--- config.mk ---
export PLATFORM = sky130hd
export DESIGN_NAME = uart_rx_byte
export DESIGN_NICKNAME = d
export VERILOG_FILES = /design/src/rtl/uart_rx_byte.sv
export SDC_FILE = /design/constraint.sdc
export NUM_CORES = 1
export LEC_CHECK = 0
export ABC_AREA = 1
export CAP_MARGIN = 15
export CORE_MARGIN = 2
export CORE_UTILIZATION = 25
export DETAILED_ROUTE_END_ITERATION = 12
export PLACE_DENSITY = 0.44
export SLEW_MARGIN = 25
export SYNTH_ARGS = -nofsm -noshare
export SYNTH_HDL_FRONTEND = slang
export SYNTH_SLANG_ARGS = --single-unit
--- constraint.sdc ---
create_clock -name clock -period 2.8 [get_ports clock]
set_input_delay 0.56 -clock clock [delete_from_list [all_inputs] [get_ports clock]]
set_output_delay 0.56 -clock clock [all_outputs]
set_load 0.05 [all_outputs]
--- src/rtl/uart_rx_byte.sv ---
// uart_rx_byte -- oversampling asynchronous serial receiver.
//
// Frame: 1 start bit, DataBits data bits (LSB first), optional parity bit,
// 1 stop bit. The line is double-flopped into the clock domain. The start
// bit is confirmed at mid-bit, then every following bit is sampled one
// full bit time later, which lands each sample at mid-bit.
//
// Optional feature macro: UART_RX_PARITY_EN
//   Adds parameter ParityOdd and output parityError, plus a Parity state
//   between Data and Stop.
//
// Ports:
//   clock       system clock, rising edge
//   reset       asynchronous active-low reset
//   rx          raw serial line, idle high, asynchronous
//   data        last correctly framed word, bit 0 = first received bit
//   dataValid   one-cycle strobe when data updates
//   frameError  one-cycle strobe on a bad (low) stop bit
//   parityError one-cycle strobe on parity mismatch (parity build only)
//   busy        high whenever the receiver is not Idle
module uart_rx_byte #(
  parameter int ClockFrequency = 1000000,
  parameter int BaudRate       = 9600,
  parameter int DataBits       = 8
`ifdef UART_RX_PARITY_EN
  ,
  parameter bit ParityOdd      = 1'b0
`endif
) (
  input  logic                clock,
  input  logic                reset,
  input  logic                rx,
  output logic [DataBits-1:0] data,
  output logic                dataValid,
  output logic                frameError,
`ifdef UART_RX_PARITY_EN
  output logic                parityError,
`endif
  output logic                busy
);

  localparam int BitTicks  = ClockFrequency / BaudRate;
  localparam int HalfTicks = BitTicks / 2;
  localparam int CW = (BitTicks > 2) ? $clog2(BitTicks) : 2;
  localparam int IW = $clog2(DataBits);
  localparam logic [CW-1:0] CntLast = CW'(BitTicks - 1);
  localparam logic [CW-1:0] CntHalf = CW'(HalfTicks - 1);
  localparam logic [IW-1:0] IdxLast = IW'(DataBits - 1);

  if (BitTicks < 4) begin : g_bad_rate
    $error("uart_rx_byte: ClockFrequency/BaudRate must be at least 4");
  end
  if (DataBits < 5 || DataBits > 9) begin : g_bad_width
    $error("uart_rx_byte: DataBits must be in 5..9");
  end

  typedef enum logic [2:0] {
    S_IDLE,
    S_START,
    S_DATA,
`ifdef UART_RX_PARITY_EN
    S_PARITY,
`endif
    S_STOP,
    S_WAIT_HIGH
  } state_t;

  state_t              state_q, state_d;
  logic [1:0]          sync_q, sync_d;
  logic [CW-1:0]       cnt_q, cnt_d;
  logic [IW-1:0]       idx_q, idx_d;
  logic [DataBits-1:0] shift_q, shift_d;
  logic [DataBits-1:0] data_q, data_d;
  logic                valid_q, valid_d;
  logic                ferr_q, ferr_d;
`ifdef UART_RX_PARITY_EN
  logic                perr_q, perr_d;
  logic                pbad_q, pbad_d;
`endif
  logic                rx_sync;

  // Two-flop synchronizer; reset high so a released reset looks like idle.
  assign sync_d  = {sync_q[0], rx};
  assign rx_sync = sync_q[1];

  always_comb begin
    state_d = state_q;
    cnt_d   = cnt_q;
    idx_d   = idx_q;
    shift_d = shift_q;
    data_d  = data_q;
    valid_d = 1'b0;
    ferr_d  = 1'b0;
`ifdef UART_RX_PARITY_EN
    perr_d  = 1'b0;
    pbad_d  = pbad_q;
`endif
    case (state_q)
      S_IDLE: begin
        if (!rx_sync) begin
          state_d = S_START;
          cnt_d   = '0;
        end
      end
      S_START: begin
        if (cnt_q == CntHalf) begin
          cnt_d   = '0;
          idx_d   = '0;
          // Line back high at mid start bit: treat as a glitch.
          state_d = rx_sync ? S_IDLE : S_DATA;
        end else begin
          cnt_d = cnt_q + CW'(1);
        end
      end
      S_DATA: begin
        if (cnt_q == CntLast) begin
          cnt_d          = '0;
          shift_d[idx_q] = rx_sync;
          if (idx_q == IdxLast) begin
`ifdef UART_RX_PARITY_EN
            state_d = S_PARITY;
`else
            state_d = S_STOP;
`endif
          end else begin
            idx_d = idx_q + IW'(1);
          end
        end else begin
          cnt_d = cnt_q + CW'(1);
        end
      end
`ifdef UART_RX_PARITY_EN
      S_PARITY: begin
        if (cnt_q == CntLast) begin
          cnt_d   = '0;
          // Even parity: data bits plus parity bit XOR to zero.
          pbad_d  = rx_sync ^ (^shift_q) ^ ParityOdd;
          state_d = S_STOP;
        end else begin
          cnt_d = cnt_q + CW'(1);
        end
      end
`endif
      S_STOP: begin
        if (cnt_q == CntLast) begin
          cnt_d = '0;
          if (rx_sync) begin
            state_d = S_IDLE;
`ifdef UART_RX_PARITY_EN
            if (pbad_q) begin
              perr_d = 1'b1;
            end else begin
              data_d  = shift_q;
              valid_d = 1'b1;
            end
`else
            data_d  = shift_q;
            valid_d = 1'b1;
`endif
          end else begin
            ferr_d  = 1'b1;
            state_d = S_WAIT_HIGH;
          end
        end else begin
          cnt_d = cnt_q + CW'(1);
        end
      end
      S_WAIT_HIGH: begin
        // A held-low line (break) must not look like a new start bit.
        if (rx_sync) state_d = S_IDLE;
      end
      default: state_d = S_IDLE;
    endcase
  end

  always_ff @(posedge clock or negedge reset) begin
    if (!reset) begin
      state_q <= S_IDLE;
      sync_q  <= 2'b11;
      cnt_q   <= '0;
      idx_q   <= '0;
      shift_q <= '0;
      data_q  <= '0;
      valid_q <= 1'b0;
      ferr_q  <= 1'b0;
`ifdef UART_RX_PARITY_EN
      perr_q  <= 1'b0;
      pbad_q  <= 1'b0;
`endif
    end else begin
      state_q <= state_d;
      sync_q  <= sync_d;
      cnt_q   <= cnt_d;
      idx_q   <= idx_d;
      shift_q <= shift_d;
      data_q  <= data_d;
      valid_q <= valid_d;
      ferr_q  <= ferr_d;
`ifdef UART_RX_PARITY_EN
      perr_q  <= perr_d;
      pbad_q  <= pbad_d;
`endif
    end
  end

  assign data       = data_q;
  assign dataValid  = valid_q;
  assign frameError = ferr_q;
`ifdef UART_RX_PARITY_EN
  assign parityError = perr_q;
`endif
  assign busy       = (state_q != S_IDLE);

endmodule

After elaboration in Yosys (flattened, before gate mapping)
Index checks and enable logic that the tools add are counted.
{"block": "op_classes", "add_sub_neg": 2, "n_lt_le_gt_ge": 2, "n_eq_ne": 14, "muxes": 26, "n_reduce_logical": 11}
{"op": "3-bit two-way mux", "count": 10}
{"op": "7-bit two-way mux", "count": 3}
{"op": "7-bit case mux with 3 select lines", "count": 1}
{"op": "3-bit case mux with 5 select lines", "count": 1}
{"op": "2-bit inequality test, second input constant", "count": 7}
{"op": "8-bit bitwise mux", "count": 1}
{"op": "7-bit by 1-bit adder with 7-bit output, second input constant", "count": 1}
{"op": "7-bit by 6-bit == test with 1-bit output, second input constant", "count": 1}
{"op": "7-bit == test, second input constant", "count": 1}
{"op": "1-bit two-way mux", "count": 7}
{"op": "3-bit by 2-bit == test with 1-bit output, second input constant", "count": 2}
{"op": "3-bit == test, second input constant", "count": 2}
{"op": "3-bit case mux with 2 select lines", "count": 1}
{"op": "6-bit AND reduction", "count": 1}
{"op": "3-bit nonzero test", "count": 2}
{"op": "3-bit by 4-bit less-than comparator with 1-bit output, second input constant", "count": 1}
{"op": "2-bit AND reduction", "count": 2}
{"op": "4-bit AND reduction", "count": 1}
{"op": "3-bit by 1-bit adder with 3-bit output, second input constant", "count": 1}
{"op": "1-bit demux with 3-bit select", "count": 1}
{"op": "3-bit by 1-bit == test with 1-bit output, second input constant", "count": 1}
{"op": "3-bit by 1-bit >= comparator with 1-bit output, second input constant", "count": 1}
{"op": "3-bit zero test", "count": 1}
{"op": "3-bit AND reduction", "count": 1}
{"op": "4 further kinds", "count": 4}
{"block": "word_totals", "register_bits": 33, "in_bits": 3, "output_inout_bits": 11, "word_cells": 63}

Logic depth before layout (Yosys ltp)
{"block": "depth", "depth_word": 5, "mapped_depth": 9, "ltp_nobuf": 8}

Worst setup path before layout
No wires, ideal clock.
{"block": "synth_timing", "path_kind": "register to output", "startpoint": "register state_q[1]", "endpoint": "output busy", "arrival_ns": 0.915, "slack_ns": 1.325, "path_stages_with_launch": 3, "path_buffers": 0, "cell_sequence": "dfrtp_1 -> nor2_1 -> nand2_1"}
{"block": "synth_between", "elab_chain_len": 1}
{"item": "from (decl)", "line_no": "68", "source": "state_t state_q, state_d;"}
{"item": "from (signal assigned)", "line_no": "191", "source": "state_q <= state_d;"}
{"item": "3-bit nonzero test", "line_no": "212", "source": "assign busy = (state_q != S_IDLE);"}
{"item": "to (decl)", "line_no": "39", "source": "output logic busy"}
No other way between the ends.

Final worst setup path
{"block": "layout_timing", "startpoint": "register state_q[2]", "endpoint": "output busy"}
The elaborated chain is that of the path after synthesis.

==> impl_metrics.yaml <==
yosys:
  yosys_warnings: 0
  syn_inst: 216
  synth_area_per_cell_um2: 8.02
  synthDistinctLibCells: 26
  synth_area_um2: 1730
  synth_nets: 222
  synth-seq-cells: 33
  ys_seq_area_share_pct: 47.8
die:
  start_util_pct: 25.6
  die_area_um2: 7610
  rows: 30
  die_w_um: 87.3
  core_um2: 6760
  die_h_um: 87.3
  ioPinCount: 14
run_status:
  status: "finished clean"
global_route:
  grtUsageMet2_pct: 15.6
  gr-usage-met3_pct: 2.94
  met1_usage_pct: 14.2
  busiest_layer: "met2"
  grt_pass1_wl_um: 6220
  grt_overflow: 0
  grt_antenna_before_repair: 0
  grt_pass1_vias: 1348
  grt_usage_pct: 10.4
  grt_max_degree: 34
setup_path:
  path_class: "reg2out"
  cp-end-kind: "output pin"
  cp.required_ns: 2.24
  crit_fanout: 4
  slowest_stage: "clkdlybuf4s50_1"
  cp.arrival_ns: 1.73
  crit_chain: "inv_1 > nand2_1 > clkdlybuf4s50_1"
  crit_family: "buffers and inverters"
  path_buf_inv: 2
  start_kind: "flop"
  slowest_delay_ns: 0.79
layout:
  layout-drive-gt1-share_pct: 13.2
  final_common_cell: "nand2_1"
  multiInputGateArea_um2: 788
  syn2layout_area_growth_pct: 17.5
  final_net_count: 240
  final_util_pct: 30.1
  fill_cells: 744
  seq_area_um2: 828
  antenna-diode-count: 0
  final_cell_mix: "nand2_1, dfrtp_1, inv_1"
drt:
  post_drt_wl_per_cell_um: 11.0
  via_count: 1399
  first_pass_iters: 4
  ant_nets: 0
  drtIter0Drc: 37
  totalWireLength_um: 3470
  drc: 0
  vias_per_cell: 4.44
timing:
  fin_crit_ns: 2.29
  drv_slew: 0
  period_share_pct: 81.7
  max_freq_mhz: 437
  tns_ns: 0
  skew_ns: 0.00478
  worst_slew_pin_slew_ns: 0.496
  max_slew_margin_pct: 66.8
  grt_setup_unrepaired: "no"
  setup_viol: 0
  hold_viol_final: 0
cts:
  clk_latency_ns: 0.28
  cts-buffers-inserted: 5
  clk_path_buf_depth: 2
  cts_sinks: 33
  cts_resized: 0
  cts_hold_buffers: 0
  cts_tree: "built"
  cts_setup_buffers: 0
  clk_pin_slew_ns: 0.07
  cts-root-buf: "clkbuf_8"
  htreeDepth: 2
pwr:
  clkPwrFrac_pct: 41.7
  seq_power_share_pct: 56.6
  switching_power_mw: 0.199
  ir_worst_vdd_mv: 0.147
  comb_power_share_pct: 1.6
  p_int_mw: 0.655
  p_per_area_nw_per_um2: 419
  power_switching_share_pct: 23.3
  p_leak_nw: 1.06
placement:
  port_buffers: 13
  hpwl_um: 2460
  gp_congestion: 0.819
hold_path:
  hp-class: "reg2reg"
flow_run:
  maxCapViolations: 0
[layer usage]
metal  part of all wire (%)  wire (um)  up-vias
met5                      0          0        -
met4                    1.2         41        0
met3                    3.3        114        2
met2                     44       1540       21
met1                     51       1770      636
li1                       -          -      740
[state kept, by name, summed over array words and instances, names as in the netlist]
name and flops:
frameError 1, state_q 3, dataValid 1, sync_q 2
cnt_q 7, idx_q 3, shift_q 8, data 8
[through the flow]
step | cell area (um^2) | cells | power (mW) | hold WS (ns) | worst slack, ns
after floorplan | 1730 | 216 | 0.493 | 0.264 | 1.33
after global placement | 1950 | 307 | 0.508 | 0.348 | 0.831
after detailed placement | 1950 | 307 | 0.507 | 0.349 | 0.816
after CTS | 2040 | 315 | 0.876 | 0.361 | 0.487
after global routing | 2040 | 315 | 0.898 | 0.371 | 0.416
final | 2040 | 315 | 0.853 | 0.360 | 0.512
[final timing paths]
check	start	to	slack, ns	cells after the start
setup / recovery	state_q[2]	busy	0.51	3
hold / removal	sync_q[0]	sync_q[1]	0.36	0
setup reg to reg	idx_q[0]	idx_q[0]	1.12	8
hold reg to reg	sync_q[0]	sync_q[1]	0.36	0
max in group asynchronous	reset	sync_q[0]	1.76	2
min in group asynchronous	reset	cnt_q[0]	0.67	2
[layout make-up]
class | instances | share of cell area [%]
clock buffer | 5 | 3.38
tap | 80 | 4.92
sequential | 33 | 40.7
clock inverter | 3 | 0.860
inverter | 25 | 4.67
timing repair buffer | 14 | 6.76
multi-input combinational | 155 | 38.7
[Yosys cell counts, drive strengths merged]
library cell,number,area (um^2)
nand4,18,128
xor2,1,8.76
inv,24,90.1
clkinv,1,5.00
nand2,80,320
nor3,1,5.00
o21bai,2,15.0
o211ai,1,7.51
nand3,20,110
ha,3,37.5
dfrtp,31,776
nor2,23,123
a21oi,2,13.8
o21ai,4,20.0
buf,3,21.3
dfstp,2,52.6
[power groups by stage]
stage,combinational (mW),sequential [mW],clock (mW)
after floorplan,0.00285,0.490,0
after global routing,0.0169,0.483,0.397
after CTS,0.0153,0.483,0.378
final,0.0141,0.483,0.356
after global placement,0.0155,0.492,0
after detailed placement,0.0151,0.492,0
[logic make-up (layout without fill, tap and decap cells)]
group / count (synthesis) / count (layout) / synth area share (%)
AND/OR/NAND/NOR: 142 / 142 / 39.6
flip-flops: 33 / 33 / 47.8
buffers and inverters: 28 / 47 / 6.71
AO/OA/AOI/OAI: 9 / 9 / 3.25
adder cells (fa/ha/maj): 3 / 3 / 2.17
XOR/XNOR: 1 / 1 / 0.506
Note: power is estimated with default switching activity, not from simulation.
==> patch (same flow settings) <==
Build with the macro `UART_RX_PARITY_EN` defined.
--- a/src/rtl/uart_rx_byte.sv
+++ b/src/rtl/uart_rx_byte.sv
@@ -19,4 +19,6 @@
 //   parityError one-cycle strobe on parity mismatch (parity build only)
 //   busy        high whenever the receiver is not Idle
+`define UART_RX_PARITY_EN
+
 module uart_rx_byte #(
   parameter int ClockFrequency = 1000000,
Check against the original RTL (old outputs only; new: parityError): same outputs for any inputs over 10 cycles, from zero or initial values and one cycle with reset low; that may be too few to reach the edited logic, so the function may still have changed.
==> patch against the unedited design <==
- total power increased by 14%
- wire length increased by 5.5%
- setup slack improved by 0.040 ns
- register-to-register slack improved by 0.05 ns
- cell area increased by 11%
- sequential power increased by 5.8%
- area after synthesis increased by 9.6%
- sequential cell count increased by 2
- count of clock-buffer cells in the layout increased by 2
- highest routed layer unchanged
==> patch: results (changes against the unedited design) <==
Parameter                              Value

Outcome
  Status ... completed

Pwr
  Leakage component of the power ... 1.03 nW (-2.7%)
  Worst vdd ir ... 0.000157 V (+7.1%)
  Power spent charging and discharging nets ... 0.190 mW (-4.5%)

Setup path
  Worst-case register-to-register setup slack ... 1.17 ns (+0.05 ns)
  End of the critical path ... busy
  Worst reg2reg endpoint ... data[1]
  Critical Path AT ... 1.69 ns (-0.04 ns)
  Launching element of the worst setup path ... state_q[0]
  Maximum net fanout on the critical path ... 5 (+1)
  Start of the worst register-to-register path ... cnt_q[0]

Logic synthesis
  Sequential cell area fraction in the yosys report ... 46.2% (-1.6 points)
  Distinct cell type count of the synthesized netlist ... 28 (+7.7%)
  List of most frequent post-synthesis cells ... nand2_1 (71), dfrtp_1 (33), nand3_1 (25)
  Asr flop ratio synth ... 100% (unchanged)
  Top post-synthesis cells by area ... dfrtp_1 (43%), nand2_1 (14%), nand3_1 (6.6%), inv_1 (4.7%), nor2_1 (3.4%)

Global routing
  Largest net degree at the start of global routing ... 36 (+5.9%)
  First-pass GRT wire length ... 6.53 mm (+5.1%)
  Number of global-route vias before repair ... 1440 (+6.8%)
  Global Route Usage Sum ... 9.83% (-0.61 points)

Clock tree
  H-tree levels ... 2 (unchanged)
  Number of buffers inserted during clock tree synthesis ... 5 (unchanged)

Layout
  Ratio of cells with drive above 1 in the final layout ... 15.9% (+2.7 points)
  Number of inserted diodes ... 0 (unchanged)
  Layout filler cell count ... 804 (+8.1%)
  Net count of the finished layout ... 263 (+9.6%)

STA
  Final worst hold slack ... 0.360 ns (+0.0000250 ns)
  Worst clock skew ... 0.0149 ns (+0.0101 ns)
  Max-slew headroom at the worst pin ... 66.8% (-0.069 points)

Detailed routing
  Count of nets left with antenna violations after detail routing ... 0 (unchanged)
  WL/cell ... 10.2 um (-6.9%)
  Number of detailed-routing iterations run before antenna repair ... 4 (unchanged)
  First DRT Iteration DRCs ... 71 (+92%)
  Via count ... 1530 (+9.4%)

Placed design
  Port Buffer Count ... 14 (+1)
  Global placement routability congestion ... 0.820 (about the same)
  Detailed Place HPWL ... 2.76 mm (+12%)
==> patch: how the worst min path moves through the flow <==
stage | cells past startpoint | start | to
finish | 0 | sync_q[0] | sync_q[1]
detailed placement | 0 | sync_q[0] | sync_q[1]
CTS | 0 | sync_q[0] | sync_q[1]
global route | 0 | sync_q[0] | sync_q[1]
global placement | 0 | sync_q[0] | sync_q[1]
floorplan | 0 | reset | cnt_q[0]
==> patch: layout make-up <==
type	count	area share, %
clock inverter	1	1.33
sequential	35	38.9
multi-input combinational	170	39.3
tap	99	5.48
timing repair buffer	15	6.54
inverter	30	5.04
clock buffer	7	3.38
==> patch: logic make-up (layout without fill, tap and decap cells) <==
logic type	after synthesis	after routing	share of synthesized area (%)
buf+inv	32	53	6.98
fa+ha+maj	3	3	1.98
simple gates	138	138	34.8
compound gates	26	26	8.63
flops	35	35	46.2
xor+xnor	3	3	1.38
==> patch: metrics by stage <==
step / instance area [sq um] / instances / worst slack, ns / total power [mW]
finish: 2260 / 357 / 0.552 / 0.969
global route: 2260 / 357 / 0.464 / 1.02
CTS: 2260 / 357 / 0.535 / 0.993
detailed placement: 2150 / 349 / 0.861 / 0.541
global placement: 2150 / 349 / 0.879 / 0.541
floorplan: 1900 / 237 / 1.39 / 0.525
==> patch: per-layer routing <==
metal  track usage, %  up-vias  wire (um)
li1                 -      799          -
met1             11.9      704       1710
met2             16.2       20       1750
met3             2.49        7        124
met4             4.92        0         76
met5                0        -          0
==> patch: power by group through the flow <==
stage / logic, mW / registers (mW) / clock network (mW)
after floorplan: 0.00603 / 0.519 / 0
after global placement: 0.0214 / 0.520 / 0
after detailed placement: 0.0212 / 0.520 / 0
after CTS: 0.0212 / 0.511 / 0.461
after global routing: 0.0240 / 0.511 / 0.483
final: 0.0198 / 0.511 / 0.439
